## src/rtl/sdram_arbiter.sv

```systemverilog
// sdram_arbiter
//   Shares one SDRAM controller command port between a video refill engine
//   and a cache (write-back + line fill). One 256-byte command is issued at a
//   time; the controller acknowledges it by echoing the command code.
//   Returning read data is routed to the last acknowledged owner, and video
//   words are paired into 32-bit writes to the video queue.
//
// Handshake: a command is offered by holding sys_cmd/sys_addr non-zero in
//   ISSUE until the controller drives sys_cmd_ack != 00 for at least one
//   cycle; the arbiter then drops sys_cmd and waits in ACKWAIT for
//   sys_cmd_ack to return to 00 before making the next decision.
//
// Ports
//   clk, rst                 clock, asynchronous active-low reset
//   vid_en, vid_low          video refill enable / video queue almost empty
//   wr_req, waddr            cache write-back request and line address
//   rd_req, raddr            cache line fill request and line address
//   sys_cmd, sys_addr        registered command and word address to controller
//   sys_cmd_ack              controller acknowledge (echoes command code)
//   sys_rd_data_valid        read word valid on sys_dout
//   sys_wr_data_valid        write word consumed by controller
//   sys_dout                 read data
//   cache_wr, cache_rd       read word to cache / cache supplies write word
//   vq_data, vq_wen          paired video word and its write strobe
//   vidadr                   current video line index
//   state_dbg                FSM state (IDLE=0, ISSUE=1, ACKWAIT=2)

module sdram_arbiter #(
  parameter int VID_LAST = 2399,
  parameter int VID_BASE = 1,
  parameter int MAX_VID  = 4
) (
  input  logic        clk,
  input  logic        rst,
  input  logic        vid_en,
  input  logic        vid_low,
  input  logic        wr_req,
  input  logic        rd_req,
  input  logic [16:0] waddr,
  input  logic [16:0] raddr,
  output logic [1:0]  sys_cmd,
  output logic [22:0] sys_addr,
  input  logic [1:0]  sys_cmd_ack,
  input  logic        sys_rd_data_valid,
  input  logic        sys_wr_data_valid,
  input  logic [15:0] sys_dout,
  output logic        cache_wr,
  output logic        cache_rd,
  output logic [31:0] vq_data,
  output logic        vq_wen,
  output logic [15:0] vidadr,
  output logic [1:0]  state_dbg
);

  typedef enum logic [1:0] {
    IDLE    = 2'd0,
    ISSUE   = 2'd1,
    ACKWAIT = 2'd2
  } state_t;

  localparam logic [1:0]  CMD_NOP = 2'b00;
  localparam logic [1:0]  CMD_WR  = 2'b01;
  localparam logic [1:0]  CMD_VID = 2'b10;
  localparam logic [1:0]  CMD_RD  = 2'b11;
  localparam logic [2:0]  MAX_VID_C  = 3'(MAX_VID);
  localparam logic [15:0] VID_LAST_C = 16'(VID_LAST);
  localparam logic        VID_BASE_C = 1'(VID_BASE);

  state_t      state, next_state;
  logic [1:0]  grant_cmd;
  logic [22:0] grant_addr;
  logic        vid_win;
  logic        issue_ack;
  logic [2:0]  vid_cnt;
  logic        owner;
  logic        phase;

  assign state_dbg = state;

  // Video wins unless it has used up its run of grants while the cache waits.
  assign vid_win   = vid_en && vid_low && !((vid_cnt == MAX_VID_C) && (wr_req || rd_req));
  assign issue_ack = (state == ISSUE) && (sys_cmd_ack != CMD_NOP);

  // ---------------------------------------------------------------- FSM
  always_ff @(posedge clk or negedge rst) begin
    if (!rst) state <= IDLE;
    else      state <= next_state;
  end

  always_comb begin
    next_state = state;
    grant_cmd  = CMD_NOP;
    grant_addr = '0;
    case (state)
      IDLE: begin
        if (vid_win) begin
          grant_cmd  = CMD_VID;
          grant_addr = {VID_BASE_C, vidadr, 6'b0};
        end else if (wr_req) begin
          grant_cmd  = CMD_WR;
          grant_addr = {waddr, 6'b0};
        end else if (rd_req) begin
          grant_cmd  = CMD_RD;
          grant_addr = {raddr, 6'b0};
        end
        if (grant_cmd != CMD_NOP) next_state = ISSUE;
      end
      ISSUE: begin
        if (sys_cmd_ack != CMD_NOP) next_state = ACKWAIT;
      end
      ACKWAIT: begin
        if (sys_cmd_ack == CMD_NOP) next_state = IDLE;
      end
      default: next_state = IDLE;
    endcase
  end

  // ------------------------------------------------- command registers
  always_ff @(posedge clk or negedge rst) begin
    if (!rst) begin
      sys_cmd  <= CMD_NOP;
      sys_addr <= '0;
    end else if (grant_cmd != CMD_NOP) begin
      sys_cmd  <= grant_cmd;
      sys_addr <= grant_addr;
    end else if (issue_ack) begin
      sys_cmd  <= CMD_NOP;
    end
  end

  // Video run-length counter used for fairness against the cache.
  always_ff @(posedge clk or negedge rst) begin
    if (!rst) begin
      vid_cnt <= '0;
    end else if (grant_cmd == CMD_VID) begin
      if (vid_cnt != MAX_VID_C) vid_cnt <= vid_cnt + 3'd1;
    end else if (grant_cmd != CMD_NOP) begin
      vid_cnt <= '0;
    end
  end

  // ------------------------------------- ownership, video line, pairing
  always_ff @(posedge clk or negedge rst) begin
    if (!rst) begin
      owner   <= 1'b0;
      vidadr  <= '0;
      phase   <= 1'b0;
      vq_data <= '0;
      vq_wen  <= 1'b0;
    end else begin
      vq_wen <= 1'b0;
      if (!owner && sys_rd_data_valid) begin
        if (!phase) begin
          vq_data[15:0] <= sys_dout;
        end else begin
          vq_data[31:16] <= sys_dout;
          vq_wen         <= 1'b1;
        end
        phase <= ~phase;
      end
      // Ownership only changes on an acknowledge, so read data trailing the
      // ack still reaches the previous owner until the next command is acked.
      if (issue_ack) begin
        owner <= (sys_cmd != CMD_VID);
        if (sys_cmd == CMD_VID) begin
          vidadr <= (vidadr == VID_LAST_C) ? 16'd0 : vidadr + 16'd1;
          phase  <= 1'b0;  // each line starts on a fresh word pair
        end
      end
    end
  end

  assign cache_wr = owner && sys_rd_data_valid;
  assign cache_rd = owner && sys_wr_data_valid;

endmodule

```

## config.mk

```make
export PLATFORM = sky130hd
export DESIGN_NAME = sdram_arbiter
export DESIGN_NICKNAME = d
export VERILOG_FILES = /design/src/rtl/sdram_arbiter.sv
export SDC_FILE = /design/constraint.sdc
export NUM_CORES = 1
export LEC_CHECK = 0
export ABC_CLOCK_PERIOD_IN_PS = 2200
export BUFFER_PORTS_ARGS = -buffer_cell sky130_fd_sc_hd__buf_2
export CAP_MARGIN = 30
export CORE_MARGIN = 3
export CORE_UTILIZATION = 30
export DETAILED_ROUTE_END_ITERATION = 8
export PLACE_DENSITY_LB_ADDON = 0.1
export REMOVE_ABC_BUFFERS = 1
export SYNTH_ARGS = -nofsm -noshare
export SYNTH_HDL_FRONTEND = slang
export SYNTH_SLANG_ARGS = --single-unit
export TNS_END_PERCENT = 30
```

## constraint.sdc

```tcl
create_clock -name clk -period 2.2 [get_ports clk]
set_input_delay 0.44 -clock clk [delete_from_list [all_inputs] [get_ports clk]]
set_output_delay 0.44 -clock clk [all_outputs]
set_load 0.01 [all_outputs]
```

==> flow_metrics.py <==
metrics = {
    "sta": {
        "finalSetupTns_ns": 0,
        "fmax_ghz": 0.542,
        "hold_viol_final": 0,
        "drv_slew": 0,
        "post-route-period-util_pct": 83.8,
        "fin_crit_ns": 1.84,
        "finClkSkew_ns": 0.00976,
        "maxSlewHeadroom_pct": 65.7,
        "setup_viol": 0,
        "tightest_slew_ns": 0.514,
        "grt_setup_unrepaired": "no",
    },
    "critical_path": {
        "critPathLaunchType": "flip-flop",
        "setup.worst_path.class": "reg2reg",
        "cp_top_family": "simple AND/OR/NAND/NOR gates",
        "critPathLaunch": "vidadr[0]$_DFFE_PN0P_",
        "r2r_end": "vidadr[12]$_DFFE_PN0P_",
        "cp_num_buf_inv": 0,
        "crit_arrival_ns": 2.06,
        "crit_path_end_kind": "flip-flop",
        "max_stage_delay_ns": 0.46,
        "required_ns": 2.41,
        "rr_worst_depth": 5,
        "r2r_slack_ns": 0.36,
        "cp.depth": 5,
        "crit_end": "vidadr[12]$_DFFE_PN0P_",
        "worstPathMaxFanout": 7,
        "r2r_start": "vidadr[0]$_DFFE_PN0P_",
        "slowest_stage": "nor4b_2",
        "path_cells": "ha_1, and4_1, nor4b_2, nand4_1, xnor2_1",
    },
    "clocking": {
        "post_cts_resized": 0,
        "cts_hold_buf": 0,
        "cts_max_level": 3,
        "clock_sinks": 75,
        "cts_setup_buffers": 0,
        "numCtsBuffers": 9,
        "clk_pin_slew_ns": 0.07,
        "tritoncts": "done",
        "clockRootBuffer": "clkbuf_16",
        "clock_latency_ns": 0.33,
        "clk_path_buf_depth": 2,
    },
    "synth": {
        "syn_area_per_cell_sq_um": 11.3,
        "synth_seq_area_share_pct": 53.8,
        "netlist_instances": 309,
        "synth_cell_types": 43,
        "yosys.area.top_type_share_pct": 53.8,
        "syn_area_sq_um": 3490,
        "ys_async_sr_fraction_pct": 100,
        "synth-seq-cells": 75,
        "synth_area_leaders": "dfrtp_1, mux2_2, a221oi_1, nand2_1, o31ai_1",
        "synth_area_leader_cell": "dfrtp_1",
        "ys_warn_count": 0,
        "ys.flop_type": "dfrtp_1",
        "synth_edf_count": 0,
    },
    "power_and_ir_drop": {
        "p_leak_uw": 0.00226,
        "powerDensity_nw_per_um2": 1210,
        "p_sw_uw": 1990,
        "internal_power_uw": 3640,
        "p_seq_share_pct": 39.7,
        "power_switching_share_pct": 35.4,
        "ir_drop_mv": 0.585,
        "combPwrFrac_pct": 34.7,
        "clockPowerShare_pct": 25.6,
        "p_total_uw": 5630,
    },
    "drt": {
        "drtPass1Iterations": 4,
        "vias_per_cell": 4.91,
        "drt_wl_total_microns": 9860,
        "drc": 0,
        "drtAntennaViolNets": 0,
        "detail_route.iter0.violations": 161,
        "vias": 2911,
        "wl_per_cell_microns": 16.6,
    },
    "floorplan": {
        "dieHeight_microns": 114,
        "core.rowCount": 38,
        "fp.dieArea_sq_um": 13000,
        "io_pins": 138,
        "fp.dieW_microns": 114,
        "core_area_sq_um": 11100,
        "initial_core_util_pct": 31.5,
    },
    "outcome": {
        "outcome": "finished, final reports clean",
    },
    "placed_design": {
        "hpwl_microns": 7410,
        "routabilityCongestion": 0.822,
        "port_buffers": 131,
        "dpl_cell_area_sq_um": 4360,
    },
    "cells_and_area": {
        "final_cell_mix": "buf_2, dfrtp_1, nand2_1, mux2_2, nor2_1",
        "syn_to_final_growth_pct": 33.3,
        "n_antenna_cell": 0,
        "final_common_cell": "buf_2",
        "finalInstanceArea_sq_um": 4650,
        "drive_above_1_share_pct": 44.8,
        "finalNetCount": 513,
        "final_util_pct": 41.9,
    },
    "global_routing": {
        "grt_usage_pct": 15.5,
        "antenna_found_initial": 0,
        "grt_pass1_wl_microns": 15800,
        "grt_start_max_net_pins": 34,
        "first_global_vias": 2946,
        "globalRouteOverflowTotal": 0,
    },
    "hold_path": {
        "hold_path_class": "in2async",
    },
    "flow_run": {
        "drv_cap": 0,
    },
}
logic make-up after synthesis:
group           share of synthesized area [%]
fa+ha+maj                                1.79
compound gates                           11.5
mux                                      11.2
simple gates                             15.4
flops                                    53.8
xor+xnor                                 2.26
other cells                             0.108
buf+inv                                  3.91
area by class of cell:
class,instances,area [sq um]
tap,140,175
inverter,6,22.5
timing repair buffer,145,788
clock buffer,9,225
multi-input combinational,211,1490
sequential,75,1880
clock inverter,7,66.3
fill,1138,6430
stage by stage:
stage | setup slack (ns) | instances | hold slack (ns)
floorplan | 0.512 | 292 | 0.144
global route | 0.216 | 593 | 0.0496
detailed placement | 0.403 | 577 | 0.391
finish | 0.355 | 593 | 0.0155
global placement | 0.440 | 577 | 0.385
CTS | 0.375 | 593 | 0.0265
how the worst min path moves through the flow:
stage / slack [ns] / endpoint / cells past startpoint / start
5_1_grt: 0.05 / vq_data[29]$_DFFE_PN0P_ / 1 / rst
2_1_floorplan: 0.14 / owner$_DFFE_PN0P_ / 0 / rst
6_report: 0.02 / vq_data[29]$_DFFE_PN0P_ / 1 / rst
3_5_place_dp: 0.39 / vq_data[29]$_DFFE_PN0P_ / 1 / rst
4_1_cts: 0.03 / vq_data[29]$_DFFE_PN0P_ / 1 / rst
3_3_place_gp: 0.39 / vq_data[29]$_DFFE_PN0P_ / 1 / rst
per-layer routing:
| metal | track usage, % | part of all wire [%] |
|---|---|---|
| met5 | 0 | 0 |
| met4 | 5.38 | 1.7 |
| met3 | 3.34 | 7.2 |
| met2 | 24.3 | 45 |
| met1 | 21.4 | 46 |
sequential cells by signal, indices dropped and copies added (netlist names):
register,count
phase,1
vq_data,32
sys_addr,17
vidadr,16
vq_wen,1
sys_cmd,2
vid_cnt,3
state_dbg,2
owner,1
power groups by stage:
stage	combinational, uW	sequential [uW]	clock [uW]
2_1_floorplan	837	2480	0
3_3_place_gp	1980	2250	0
3_5_place_dp	1990	2270	0
4_1_cts	1990	2240	1490
5_1_grt	2160	2330	1540
6_report	1960	2240	1440
cells in the mapped netlist, types with 2 or more instances:
library cell,number
nand2b_1,2
mux2_2,32
o21ai_0,7
nand3_1,9
o31ai_1,16
a221oi_1,16
buf_4,6
nor2b_1,3
nand4_1,4
nor4_1,2
and2_1,4
mux2i_1,3
o2bb2ai_1,2
nand2_1,36
dfrtp_1,75
nor4_2,2
o22ai_1,2
a21oi_1,7
and3_1,3
and4_1,2
clkbuf_1,14
nor3_1,2
inv_1,6
ha_1,5
xnor2_1,5
xor2_1,4
a31oi_1,2
nor2_1,23
No activity file was read; power rests on OpenSTA's default activity.
